### src/rtl/exec_unit.sv
// Execute stage of the accumulator CPU: decode, ALU, RAM access, PC redirect, halt. EXEC_SHIFT_EN enables SHL/SHR.
// Latency: single-cycle ops commit at t+1; read ops (LD/ADD/SUB/AND) commit at t+2.
// Backpressure: ir_ready drops for the RDWAIT cycle and stays low forever once HALTED.
module exec_unit #(
    parameter int AW = 12,
    parameter int DW = 16
) (
    input  logic          clk,
    input  logic          rst_n,
    input  logic          ir_valid,
    input  logic [DW-1:0] ir,
    output logic          ir_ready,
    output logic [AW-1:0] mem_addr,
    output logic          mem_re,
    output logic          mem_we,
    output logic [DW-1:0] mem_wdata,
    input  logic [DW-1:0] mem_rdata,
    output logic          pc_load,
    output logic [AW-1:0] pc_target,
    output logic [DW-1:0] acc,
    output logic          zf,
    output logic          halt
);

    typedef enum logic [1:0] {IDLE, RDWAIT, HALTED} state_t;

    localparam logic [3:0] OP_LD  = 4'h1;
    localparam logic [3:0] OP_ST  = 4'h2;
    localparam logic [3:0] OP_ADD = 4'h3;
    localparam logic [3:0] OP_SUB = 4'h4;
    localparam logic [3:0] OP_AND = 4'h5;
    localparam logic [3:0] OP_JMP = 4'h6;
    localparam logic [3:0] OP_JZ  = 4'h7;
    localparam logic [3:0] OP_LDI = 4'h8;
    localparam logic [3:0] OP_SHL = 4'h9;
    localparam logic [3:0] OP_SHR = 4'hA;
    localparam logic [3:0] OP_HLT = 4'hF;

    state_t        state, state_nxt;
    logic [3:0]    op;
    logic [AW-1:0] operand;
    logic [AW-1:0] opnd_q;
    logic [3:0]    rdop_q;
    logic [DW-1:0] acc_q, acc_nxt;
    logic          zf_q;
    logic          acc_we;
    logic          xfer;

    assign op        = ir[DW-1:DW-4];
    assign operand   = ir[AW-1:0];
    assign xfer      = ir_valid && ir_ready;
    assign acc       = acc_q;
    assign zf        = zf_q;
    assign mem_wdata = acc_q;
    assign halt      = (state == HALTED);

    always_ff @(posedge clk) begin
        if (!rst_n) begin
            state  <= IDLE;
            acc_q  <= '0;
            zf_q   <= 1'b1;
            opnd_q <= '0;
            rdop_q <= '0;
        end else begin
            state <= state_nxt;
            if (acc_we) begin
                acc_q <= acc_nxt;
                zf_q  <= (acc_nxt == '0);
            end
            if (xfer) begin
                opnd_q <= operand;
                rdop_q <= op;
            end
        end
    end

    always_comb begin
        state_nxt = state;
        acc_we    = 1'b0;
        acc_nxt   = acc_q;
        ir_ready  = 1'b0;
        mem_re    = 1'b0;
        mem_we    = 1'b0;
        pc_load   = 1'b0;
        mem_addr  = operand;
        pc_target = operand;
        case (state)
            IDLE: begin
                ir_ready = 1'b1;
                if (ir_valid) begin
                    case (op)
                        OP_LD, OP_ADD, OP_SUB, OP_AND: begin
                            mem_re    = 1'b1;
                            state_nxt = RDWAIT;
                        end
                        OP_ST:  mem_we  = 1'b1;
                        OP_JMP: pc_load = 1'b1;
                        OP_JZ:  pc_load = zf_q;
                        OP_LDI: begin
                            acc_we  = 1'b1;
                            acc_nxt = {{(DW-AW){1'b0}}, operand};
                        end
`ifdef EXEC_SHIFT_EN
                        OP_SHL: begin
                            acc_we  = 1'b1;
                            acc_nxt = {acc_q[DW-2:0], 1'b0};
                        end
                        OP_SHR: begin
                            acc_we  = 1'b1;
                            acc_nxt = {1'b0, acc_q[DW-1:1]};
                        end
`else
                        OP_SHL, OP_SHR: ;
`endif
                        OP_HLT: state_nxt = HALTED;
                        default: ;
                    endcase
                end
            end
            RDWAIT: begin
                // Address stays on the latched operand while the RAM answers.
                mem_addr  = opnd_q;
                pc_target = opnd_q;
                acc_we    = 1'b1;
                state_nxt = IDLE;
                case (rdop_q)
                    OP_LD:   acc_nxt = mem_rdata;
                    OP_ADD:  acc_nxt = acc_q + mem_rdata;
                    OP_SUB:  acc_nxt = acc_q - mem_rdata;
                    OP_AND:  acc_nxt = acc_q & mem_rdata;
                    default: acc_nxt = acc_q;
                endcase
            end
            HALTED: ;
            default: state_nxt = IDLE;
        endcase
    end

endmodule

### config.mk
export PLATFORM = sky130hd
export DESIGN_NAME = exec_unit
export DESIGN_NICKNAME = d
export VERILOG_FILES = /design/src/rtl/exec_unit.sv
export SDC_FILE = /design/constraint.sdc
export NUM_CORES = 1
export LEC_CHECK = 0
export CAP_MARGIN = 20
export CORE_ASPECT_RATIO = 1.1
export CORE_MARGIN = 3
export CORE_UTILIZATION = 54
export CTS_CLUSTER_SIZE = 8
export DETAILED_ROUTE_END_ITERATION = 6
export PLACE_DENSITY = 0.85
export SLEW_MARGIN = 15
export SYNTH_ARGS = -nofsm -noshare
export SYNTH_HDL_FRONTEND = slang
export SYNTH_SLANG_ARGS = --single-unit
### constraint.sdc
create_clock -name clk -period 8.5 [get_ports clk]
set_clock_uncertainty 0.05 [all_clocks]
set_input_delay 1.275 -clock clk [delete_from_list [all_inputs] [get_ports clk]]
set_output_delay 1.275 -clock clk [all_outputs]
set_load 0.03 [all_outputs]
# Yosys cells after proc, flatten, opt, wreduce, memory -nomap -nowiden
# Cells that the tools add are included.
[op_classes]
add_sub_neg = 2
n_mul = 0
n_div = 0
order_cmp = 0
eq_ne = 17
n_shift = 0
n_mux = 21
bitwise_logic = 2
n_reduce_logical = 5
[op_table]
columns = ["op", "n"]
rows = [
  ["case mux 16 bit (4 select lines)", 1],
  ["2-to-1 mux 16 bit", 2],
  ["case mux 16 bit (2 select lines)", 1],
  ["== test 4 x 3 -> 1 bit, second input constant", 6],
  ["adder 16 bit", 1],
  ["bitwise AND 16 bit", 1],
  ["zero test 16 bit", 1],
  ["subtractor 16 bit", 1],
  ["== test 4 x 2 -> 1 bit, second input constant", 3],
  ["2-to-1 mux 12 bit", 1],
  ["2-to-1 mux 1 bit", 11],
  ["== test 4 x 1 -> 1 bit, second input constant", 2],
  ["== test 4 bit, second input constant", 2],
  ["case mux 2 bit (2 select lines)", 2],
  ["case mux 1 bit (2 select lines)", 2],
  ["OR reduction 4 bit", 1],
  ["inequality test 3 x 1 -> 1 bit, second input constant", 1],
  ["AND reduction 3 bit", 1],
  ["== test 2 x 1 -> 1 bit, second input constant", 1],
  ["== test 2 bit, second input constant", 1],
  ["zero test 2 bit", 1],
  ["2-to-1 mux 2 bit", 1],
  ["inequality test 2 bit, second input constant", 1],
  ["logical AND 1 bit", 1],
  ["inverter 1 bit", 1],
]
[totals]
ff_bits = 35
latch_bits = 0
ram_bits = 0
mem_bits_ro = 0
inputBits = 35
output_inout_bits = 62
word_cells = 52
memories = 0

# Logic depth before layout (Yosys ltp)
# Gate-level depths: netlist (run 1).
[depth]
ltp_word = 5
depth_mapped = 15
depth_no_buf = 15

# Worst setup path after synthesis (run 1)
# OpenSTA, ideal clock, no wires.
[synth_path]
kind = "input-to-output"
start = "input ir_valid"
end = "output pc_load"
arrival_time_ns = 3.044
required_ns = 7.175
setup_slack_ns = 4.131
path_stages = 2
n_path_buf = 0
path_cell_list = "nand2_1 > a2111oi_0"
[synth_via]
elab_chain_cells = 2
[synth_lines]
columns = ["item", "line_no", "source"]
rows = [
  ["start, declared", "10", "input logic ir_valid,"],
  ["2-to-1 mux 1 bit", "90", "if (ir_valid) begin"],
  ["2-to-1 mux 1 bit", "87", "case (state)"],
  ["end, declared", "18", "output logic pc_load,"],
]
# Every way passes these cells.

# Worst setup path in the final report (run 1)
[layout_path]
start = "input mem_rdata[2]"
end = "register zf_q (netlist: zf)"
[layout_via]
elab_chain_cells = 4
word_cells_on_any_way = 6
cone_classes = "2 x add/sub; 2 x mux; 1 x bitwise; 1 x reduce/logical"
[layout_lines]
columns = ["item", "line_no", "source"]
rows = [
  ["start, declared", "17", "input logic [DW-1:0] mem_rdata,"],
  ["subtractor 16 bit, or another cell as far along", "129", "OP_SUB: acc_nxt = acc_q - mem_rdata;"],
  ["case mux 16 bit (4 select lines) (*)", "126", "case (rdop_q)"],
  ["case mux 16 bit (2 select lines) (*)", "87", ""],
  ["zero test 16 bit (*)", "68", "zf_q <= (acc_nxt == '0);"],
  ["end signal, assigned", "68", ""],
  ["end, declared", "45", "logic zf_q;"],
]
# Every way passes the cells marked *; elsewhere a longest branch is shown, timed or not.
# A chain may end at the register's enable or synchronous reset.

==> flow_metrics.env, run 1 <==
export IMPL_grt_use_met2=0.486
export IMPL_die_h_um=91.3
export IMPL_cts_hold_buffers_added=0
export IMPL_ant_nets=0
export IMPL_die_area_um2=7620
export IMPL_place_ws_ns=3.06
export IMPL_grt_total_usage=0.296
export IMPL_start_kind="input port"
export IMPL_peakVddDrop_v=0.000143
export IMPL_r2r_slack_ns=3.92
export IMPL_cts_buffer_depth=2
export IMPL_p_switching_mw=0.188
export IMPL_relSlewSlack=0.339
export IMPL_synth_top_area_cell="dfxtp_1"
export IMPL_tightest_slew_ns=0.978
export IMPL_p_clk_frac=0.254
export IMPL_routedWlPerCell_um=18.2
export IMPL_pwr_share_seq=0.353
export IMPL_setup_tns_ns=0
export IMPL_routed_via_count=3937
export IMPL_yosys_top_cells_area="dfxtp_1 20%, nand2_1 9.1%, a21oi_1 7.0%"
export IMPL_slew_viol_final=0
export IMPL_netlist_area_um2=3570
export IMPL_ys_ff_latch=35
export IMPL_async_flop_share=0
export IMPL_grtUsageMet1=0.380
export IMPL_critical_path_class="in -> reg"
export IMPL_die_w_um=83.5
export IMPL_arrival_ns=5.34
export IMPL_synth_edff_count=0
export IMPL_clk_latency_ns=0.28
export IMPL_synth_cell_types=77
export IMPL_dr_pass1_iters=5
export IMPL_grt_ovfl_total=0
export IMPL_p_comb_frac=0.393
export IMPL_routed_via_density=6.25
export IMPL_end_kind="flip-flop"
export IMPL_drive_above_1_share=0.0545
export IMPL_worstPathCellList="clkdlybuf4s50_1, nor3_1, nor4bb_1, nor2_1, xnor2_1, ha_1, a2111oi_0, a21oi_1, o21a_1, a21bo_2, xnor2_1, a2111oi_2, nand4_1, o21ai_1"
export IMPL_whs_ns=0.408
export IMPL_maxCapViolCount=0
export IMPL_critPathMaxStageDelay_ns=0.89
export IMPL_hold_viol_final=0
export IMPL_cts_max_level=2
export IMPL_io_buffers=96
export IMPL_cts_root_buf="clkbuf_8"
export IMPL_status="completed"
export IMPL_finalCritPeriodShare=0.609
export IMPL_initial_core_util=0.566
export IMPL_area_growth_pct=23.8
export IMPL_max_clock_freq_mhz=193
export IMPL_ys_warn_count=0
export IMPL_setup_viol=0
export IMPL_cp_top_family="simple AND/OR/NAND/NOR gates"
export IMPL_antenna_cells=0
export IMPL_post_cts_repair_setup_buffers=0
export IMPL_ys_seq_area_frac=0.196
export IMPL_place_inst=622
export IMPL_use_met3=0.0617
export IMPL_clkSlewWorstSetupHoldPaths_ns=0.07
export IMPL_synth_cells=493
export IMPL_grt_max_degree=27
export IMPL_hold_path_class="reg -> reg"
export IMPL_rows=30
export IMPL_core_area_um2=6310
export IMPL_antenna_found_initial=0
export IMPL_synth_top_area_frac=0.196
export IMPL_fin_nets=602
export IMPL_rsz0062_at_grt="no"
export IMPL_grt_pass1_vias=3799
export IMPL_slowest_stage="nor4bb_1"
export IMPL_switching_share=0.363
export IMPL_synth_ff_type="dfxtp_1"
export IMPL_grt_first_pass_wirelength_um=18500
export IMPL_tritoncts="done"
export IMPL_totalWireLength_um=11500
export IMPL_num_io_pins=97
export IMPL_finalCriticalPeriod_ns=5.18
export IMPL_syn_nets=546
export IMPL_cts_resized=0
export IMPL_cts_buffers=5
export IMPL_detailed_place_hpwl_um=8970
export IMPL_top_usage_layer="met2"
export IMPL_drt_iter0_drc=371
export IMPL_fin_cells=630
export IMPL_crit_top_cell="xnor2_1"
export IMPL_critPathBufInv=1
export IMPL_setup_ws_ns=3.32
export IMPL_path_max_fanout=6
export IMPL_power_density_nw_per_um2=117
export IMPL_internal_power_mw=0.330
export IMPL_gp_congestion=0.948
export IMPL_clock_sinks=35
export IMPL_crit_required_ns=8.67
export IMPL_avgSynthCellArea_um2=7.24
export IMPL_drc=0
export IMPL_p_leak_nw=1.66
==> routing by layer <==
layer / up-vias / wire, um
met5: - / 0
met2: 224 / 5230
li1: 1858 / -
met3: 37 / 1120
met1: 1818 / 4820
met4: 0 / 300
==> tightest hold or removal path, cell delays in order, from the launching register on <==
cell and delay, ns:
dfxtp_1 0.31, nand2_1 0.05, a21oi_1 0.05
==> cells in the mapped netlist (all sizes together) (4+ instances only) <==
cell / number
nor4b: 4
mux2i: 6
a31oi: 14
a21oi: 50
nand2b: 8
and2: 10
clkbuf: 13
a211oi: 6
xnor2: 18
inv: 20
o211ai: 6
or2: 5
nor3: 7
o22ai: 4
ha: 17
o21ai: 23
nor2b: 5
nand3: 5
dfxtp: 35
a2111oi: 5
buf: 35
nor4: 6
a211o: 5
nand2: 88
nand4: 4
nor2: 38
xor2: 4
==> registers in the layout (all words and copies together) (netlist names) <==
name	count
acc	16
opnd_q	12
rdop_q	4
state	2
zf	1
==> cells by family (layout without fill, tap and decap cells) <==
logic type | after synthesis | in the layout | share of synthesized area
mux | 9 | 9 | 0.0263
flops | 35 | 35 | 0.196
compound gates | 143 | 143 | 0.268
xor+xnor | 22 | 22 | 0.0540
simple gates | 197 | 197 | 0.279
buf+inv | 69 | 126 | 0.111
fa+ha+maj | 18 | 18 | 0.0652
==> layout by cell type (no fill, tap or decap), types with 9 or more instances in the layout <==
cell type / synthesis / layout
xnor2_1: 18 / 18
a31oi_1: 14 / 14
nor2_1: 37 / 37
nand2_1: 87 / 87
inv_1: 20 / 20
o21ai_0: 21 / 21
and2_1: 9 / 9
ha_1: 17 / 17
a21oi_1: 50 / 50
clkdlybuf4s50_1: 0 / 96
dfxtp_1: 35 / 35
==> worst paths after layout <==
| check | startpoint | depth (start not counted) | endpoint |
|---|---|---|---|
| max | mem_rdata[2] | 14 | zf |
| min | opnd_q[8] | 2 | opnd_q[8] |
| max reg2reg | rdop_q[2] | 12 | zf |
| min reg2reg | opnd_q[8] | 2 | opnd_q[8] |
==> area by class of cell <==
| type | count | area [um2] |
|---|---|---|
| inverter | 21 | 78.8 |
| tap | 80 | 100 |
| clock buffer | 8 | 100 |
| fill | 562 | 1890 |
| sequential | 35 | 701 |
| timing repair buffer | 97 | 968 |
| multi-input combinational | 389 | 2470 |
==> metrics by stage <==
stage | utilization | area [um2] | power, mW
final | 0.701 | 4420 | 0.518
after global routing | 0.701 | 4420 | 0.544
after CTS | 0.701 | 4420 | 0.518
after detailed placement | 0.685 | 4320 | 0.385
after global placement | 0.685 | 4320 | 0.384
after floorplan | - | 3570 | 0.318
==> power by group through the flow <==
stage	clock network [mW]	registers [mW]	logic (mW)
after floorplan	0	0.185	0.133
after global placement	0	0.186	0.198
after detailed placement	0	0.186	0.199
after CTS	0.135	0.183	0.201
after global routing	0.141	0.184	0.219
final	0.132	0.183	0.204
(Power assumes the default switching activity.)
==> run 2: changes to the inputs <==
--- a/config.mk
+++ b/config.mk
@@ -8,10 +8,10 @@
 export CAP_MARGIN = 20
 export CORE_ASPECT_RATIO = 1.1
 export CORE_MARGIN = 3
-export CORE_UTILIZATION = 54
+export CORE_UTILIZATION = 50
 export CTS_CLUSTER_SIZE = 8
 export DETAILED_ROUTE_END_ITERATION = 6
-export PLACE_DENSITY = 0.85
+export PLACE_DENSITY = 0.79
 export SLEW_MARGIN = 15
 export SYNTH_ARGS = -nofsm -noshare
 export SYNTH_HDL_FRONTEND = slang
==> constraint.sdc (replaced) <==
create_clock -name clk -period 5.24 [get_ports clk]
set_clock_uncertainty 0.05 [all_clocks]
set_input_delay 0.786 -clock clk [delete_from_list [all_inputs] [get_ports clk]]
set_output_delay 0.786 -clock clk [all_outputs]
set_load 0.03 [all_outputs]
==> run 2 against run 1 <==
Compared with the run above:
- clock power rose by 64%
- core utilization fell by 4.3 points
- combinational power rose by 61%
- design area rose by 0.40%
- critical path type unchanged
- global-route usage fell by 2.3 points
- die area rose by 7.4%
- critical path depth rose by 1
- non-clock buffer count rose by 2
- clock-buffer cell count did not move
==> flow_metrics.env, run 2 (synthesis results as in run 1) <==
export IMPL_status="completed"
export IMPL_die_w_um=86.6
export IMPL_hold_viol_final=0
export IMPL_clk_latency_ns=0.29
export IMPL_path_max_fanout=6
export IMPL_cts_resized=0
export IMPL_drc=0
export IMPL_setup_tns_ns=0
export IMPL_clkSlewWorstSetupHoldPaths_ns=0.07
export IMPL_power_density_nw_per_um2=190
export IMPL_utilization=0.657
export IMPL_p_leak_nw=1.67
export IMPL_critical_path_class="in -> reg"
export IMPL_grt_max_degree=27
export IMPL_arrival_ns=4.46
export IMPL_grt_ovfl_total=0
export IMPL_cts_buffers=5
export IMPL_core_area_um2=6750
export IMPL_crit_required_ns=5.42
export IMPL_routed_via_density=6.20
export IMPL_slew_viol_final=0
export IMPL_slowest_stage="clkdlybuf4s50_1"
export IMPL_cts_hold_buffers_added=0
export IMPL_grt_pass1_vias=3655
export IMPL_grt_first_pass_wirelength_um=18100
export IMPL_max_clock_freq_mhz=233
export IMPL_tightest_slew_ns=0.967
export IMPL_ant_nets=0
export IMPL_initial_core_util=0.529
export IMPL_clock_sinks=35
export IMPL_fin_nets=604
export IMPL_p_total_mw=0.842
export IMPL_io_buffers=96
export IMPL_setup_viol=0
export IMPL_gp_congestion=1.00
export IMPL_die_area_um2=8190
export IMPL_worstPathCellList="clkdlybuf4s50_1, nor3_1, nor4bb_1, buf_4, nor2_1, xnor2_1, ha_1, a2111oi_0, a21oi_1, o21a_1, a21bo_2, xnor2_1, a2111oi_2, nand4_1, o21ai_1"
export IMPL_hold_path_class="reg -> reg"
export IMPL_tritoncts="done"
export IMPL_place_area_um2=4340
export IMPL_final_area_um2=4440
export IMPL_totalWireLength_um=11400
export IMPL_finalCriticalPeriod_ns=4.29
export IMPL_finalCritPeriodShare=0.818
export IMPL_die_h_um=94.6
export IMPL_start_kind="input port"
export IMPL_layout_commonest_cell="clkdlybuf4s50_1"
export IMPL_num_fill_cells=600
export IMPL_rsz0062_at_grt="no"
export IMPL_critPathBufInv=2
export IMPL_fin_cells=634
export IMPL_dr_pass1_iters=5
export IMPL_grt_total_usage=0.273
export IMPL_largest_reg_flops=16
export IMPL_routedWlPerCell_um=17.9
export IMPL_crit_top_cell="xnor2_1"
export IMPL_antenna_cells=0
export IMPL_final_cell_mix="96 x clkdlybuf4s50_1, 87 x nand2_1, 50 x a21oi_1"
export IMPL_maxCapViolCount=0
export IMPL_place_inst=626
export IMPL_cts_root_buf="clkbuf_8"
export IMPL_drt_iter0_drc=461
export IMPL_critPathMaxStageDelay_ns=0.51
export IMPL_detailed_place_hpwl_um=8770
export IMPL_antenna_found_initial=0
export IMPL_rows=31
export IMPL_drive_above_1_share=0.0580
export IMPL_area_growth_pct=24.3
export IMPL_cts_max_level=2
export IMPL_cp_top_family="compound AO/OA/AOI/OAI gates"
export IMPL_end_kind="flip-flop"
export IMPL_routed_via_count=3930
export IMPL_post_cts_repair_setup_buffers=0
export IMPL_num_io_pins=97
export IMPL_peakVddDrop_v=0.000206
export IMPL_cts_buffer_depth=2
export IMPL_relSlewSlack=0.354
==> run 2: cell types whose count changed in the layout (fill, tap and decap cells not counted) <==
cell,previous run,this run
buf_4,1,3
==> run 2: report_power, final <==
part,internal (mW),total (mW),leakage [nW],switching [mW]
logic,0.138,0.328,1.34,0.190
clock network,0.120,0.217,0.0515,0.0973
registers,0.278,0.296,0.286,0.0183
total,0.536,0.842,1.67,0.306
==> run 2: final cells by class <==
class                   count  area [um2]  share of cell area
clock buffers               8         100              0.0226
inverters                  21        78.8              0.0178
flip-flops and latches     35         701               0.158
repair buffers             99         983               0.222
multi-input cells         389        2470               0.557
well taps                  82         103              0.0231
==> run 2: metrics by stage <==
| step | hold slack [ns] | worst slack (ns) |
|---|---|---|
| after floorplan | 0.387 | 1.42 |
| after global placement | 0.393 | 0.828 |
| after detailed placement | 0.399 | 0.711 |
| after CTS | 0.410 | 0.993 |
| after global routing | 0.433 | 0.676 |
| final | 0.408 | 0.952 |
==> run 2: path summary, 6_finish.rpt <==
kind	start	to	slack [ns]	cells after the start
worst max-delay path	mem_rdata[2]	zf	0.95	15
worst min-delay path	opnd_q[7]	opnd_q[7]	0.41	2
worst max register to register	rdop_q[2]	zf	1.28	12
worst min register to register	opnd_q[7]	opnd_q[7]	0.41	2
==> run 2: worst register-to-register path, cell delays in order (launching register included) <==
cell,delay (ns)
dfxtp_1,0.70
nor4b_4,0.34
mux2_2,0.39
inv_1,0.06
ha_1,0.21
nor2b_1,0.14
o31ai_1,0.72
a21boi_0,0.28
xor2_1,0.22
o221a_2,0.28
a2111oi_2,0.23
nand4_1,0.14
o21ai_1,0.14
==> run 2: layer usage <==
metal	vias to the layer above	global-route usage	part of all wire	wire, um
li1	1861	-	-	-
met1	1810	0.357	0.42	4810
met2	227	0.457	0.47	5310
met3	32	0.0462	0.086	976
met4	0	0.0870	0.024	276
met5	-	0	0	0
==> run 3: changes to the inputs <==
--- a/config.mk
+++ b/config.mk
@@ -8,10 +8,10 @@
 export CAP_MARGIN = 20
 export CORE_ASPECT_RATIO = 1.1
 export CORE_MARGIN = 3
-export CORE_UTILIZATION = 50
+export CORE_UTILIZATION = 45
 export CTS_CLUSTER_SIZE = 8
 export DETAILED_ROUTE_END_ITERATION = 6
-export PLACE_DENSITY = 0.79
+export PLACE_DENSITY = 0.75
 export SLEW_MARGIN = 15
 export SYNTH_ARGS = -nofsm -noshare
 export SYNTH_HDL_FRONTEND = slang
==> constraint.sdc (replaced) <==
create_clock -name clk -period 3.45 [get_ports clk]
set_clock_uncertainty 0.05 [all_clocks]
set_input_delay 0.5175 -clock clk [delete_from_list [all_inputs] [get_ports clk]]
set_output_delay 0.5175 -clock clk [all_outputs]
set_load 0.03 [all_outputs]
==> run 3 against run 2 <==
Compared with the run above:
- global-route usage down 0.085 points
- sequential cell count unchanged
- sequential power up 50%
- total power up 66%
- final cell count up 14%
- via count up 10%
- register-to-register slack worse by 1.1 ns
- clock power up 35%
- non-clock buffer count up 68
- routed wire length up 16%
- critical path type unchanged
- critical endpoint is now acc[15]
==> flow_metrics.env, run 3 (synthesis results as in run 1) <==
export IMPL_place_area_um2=4780
export IMPL_grt_max_degree=26
export IMPL_antenna_cells=0
export IMPL_holdCritStartpoint="opnd_q[1]"
export IMPL_end_kind="flip-flop"
export IMPL_cts_root_buf="clkbuf_8"
export IMPL_switching_share=0.380
export IMPL_num_io_pins=97
export IMPL_whs_ns=0.410
export IMPL_totalWireLength_um=13200
export IMPL_grt_first_pass_wirelength_um=20500
export IMPL_detailed_place_hpwl_um=9540
export IMPL_die_area_um2=9040
export IMPL_r2r_start="rdop_q[3]"
export IMPL_path_max_fanout=2
export IMPL_clkSlewWorstSetupHoldPaths_ns=0.08
export IMPL_crit_required_ns=3.60
export IMPL_drt_iter0_drc=505
export IMPL_setup_tns_ns=0
export IMPL_maxCapViolCount=0
export IMPL_largest_reg_flops=16
export IMPL_antenna_found_initial=0
export IMPL_worstPathCellList="clkdlybuf4s50_1, or4_1, nor2_1, a21oi_1, xnor2_1, ha_1, o21a_1, o21ai_1, o211ai_1, o211ai_1, and4_1, nor2_2, a31oi_1"
export IMPL_p_clk_frac=0.210
export IMPL_grt_pass1_vias=4242
export IMPL_clk_latency_ns=0.28
export IMPL_core_area_um2=7600
export IMPL_p_comb_frac=0.471
export IMPL_peakVddDrop_v=0.000238
export IMPL_dr_pass1_iters=5
export IMPL_start_kind="input port"
export IMPL_cts_buffers=5
export IMPL_hold_viol_final=0
export IMPL_finalCritPeriodShare=0.965
export IMPL_io_buffers=96
export IMPL_routedWlPerCell_um=18.2
export IMPL_arrival_ns=3.48
export IMPL_drive_above_1_share=0.221
export IMPL_max_clock_freq_mhz=301
export IMPL_layout_commonest_cell="clkdlybuf4s50_1"
export IMPL_gp_congestion=0.997
export IMPL_critical_path_class="in -> reg"
export IMPL_fin_cells=725
export IMPL_crit_start="mem_rdata[10]"
export IMPL_finalCriticalPeriod_ns=3.33
export IMPL_grt_ovfl_total=0
export IMPL_cts_max_level=2
export IMPL_ant_nets=0
export IMPL_internal_power_mw=0.865
export IMPL_die_h_um=99.4
export IMPL_utilization=0.688
export IMPL_grt_total_usage=0.273
export IMPL_routed_via_count=4339
export IMPL_cts_hold_buffers_added=0
export IMPL_setup_viol=0
export IMPL_status="completed"
export IMPL_place_inst=704
export IMPL_area_growth_pct=46.4
export IMPL_tritoncts="done"
export IMPL_tightest_slew_ns=0.733
export IMPL_slowest_stage="or4_1"
export IMPL_die_w_um=90.9
export IMPL_hold_path_class="reg -> reg"
export IMPL_final_area_um2=5230
export IMPL_clock_sinks=35
export IMPL_pwr_share_seq=0.318
export IMPL_drc=0
export IMPL_initial_core_util=0.470
export IMPL_cts_buffer_depth=2
export IMPL_critPathMaxStageDelay_ns=0.55
export IMPL_routed_via_density=5.98
export IMPL_final_cell_mix="89 x clkdlybuf4s50_1, 87 x nand2_1, 67 x buf_4"
export IMPL_slew_viol_final=0
export IMPL_crit_top_cell="o211ai_1"
export IMPL_rows=33
export IMPL_p_total_mw=1.39
export IMPL_p_leak_nw=2.10
export IMPL_place_ws_ns=-0.634
export IMPL_relSlewSlack=0.511
export IMPL_fin_nets=672
export IMPL_power_density_nw_per_um2=267
export IMPL_setup_ws_ns=0.122
export IMPL_p_switching_mw=0.529
## run 3: cell types whose count changed in the layout (fill, tap and decap cells not counted), sizes merged
cell           delta
dlymetal6s2s      +3
clkdlybuf4s50     -7
clkbuf            +1
buf              +69
clkinv            +1
dlygate4sd2       +1
## run 3: what timing repair did
action	in CTS	in global routing
buffers inserted	9	4
setup endpoints to repair	7	7
hold endpoints to repair	0	0
gates resized for setup	32	38
gates cloned	0	0
pin swaps	16	30
## run 3: power groups by stage
| stage | clock (mW) | combinational, mW | sequential [mW] |
|---|---|---|---|
| final | 0.293 | 0.657 | 0.444 |
| after detailed placement | 0 | 0.561 | 0.452 |
| after CTS | 0.298 | 0.608 | 0.442 |
| after floorplan | 0 | 0.329 | 0.456 |
| after global placement | 0 | 0.552 | 0.451 |
| after global routing | 0.310 | 0.696 | 0.445 |
## run 3: cell type report
class	instances	area (um2)
Inverter	21	78.8
Multi-Input combinational cell	389	2730
Fill cell	622	2370
Timing Repair Buffer	167	1510
Clock inverter	1	5.00
Sequential cell	35	701
Tap cell	105	131
Clock buffer	7	76.3
## run 3: path summary, 6_finish.rpt
kind | endpoint | slack (ns) | depth (start not counted)
worst max register to register | acc[15] | 0.20 | 15
worst min register to register | opnd_q[1] | 0.41 | 2
worst min-delay path | opnd_q[1] | 0.41 | 2
worst max-delay path | acc[15] | 0.12 | 13
## run 3: per-layer routing
layer,track usage,share of wire
met2,0.466,0.47
met5,0,0
met1,0.344,0.40
met3,0.0469,0.093
met4,0.0998,0.041
## run 3: critical path: cells and delay by family
kind / cells / cell delay, ns
AOI/OAI and AO/OA: 6 / 1.15
and+or+nand+nor: 4 / 0.96
buffers and inverters: 1 / 0.43
adders and majority gates: 1 / 0.30
xor gates and xnor gates: 1 / 0.13
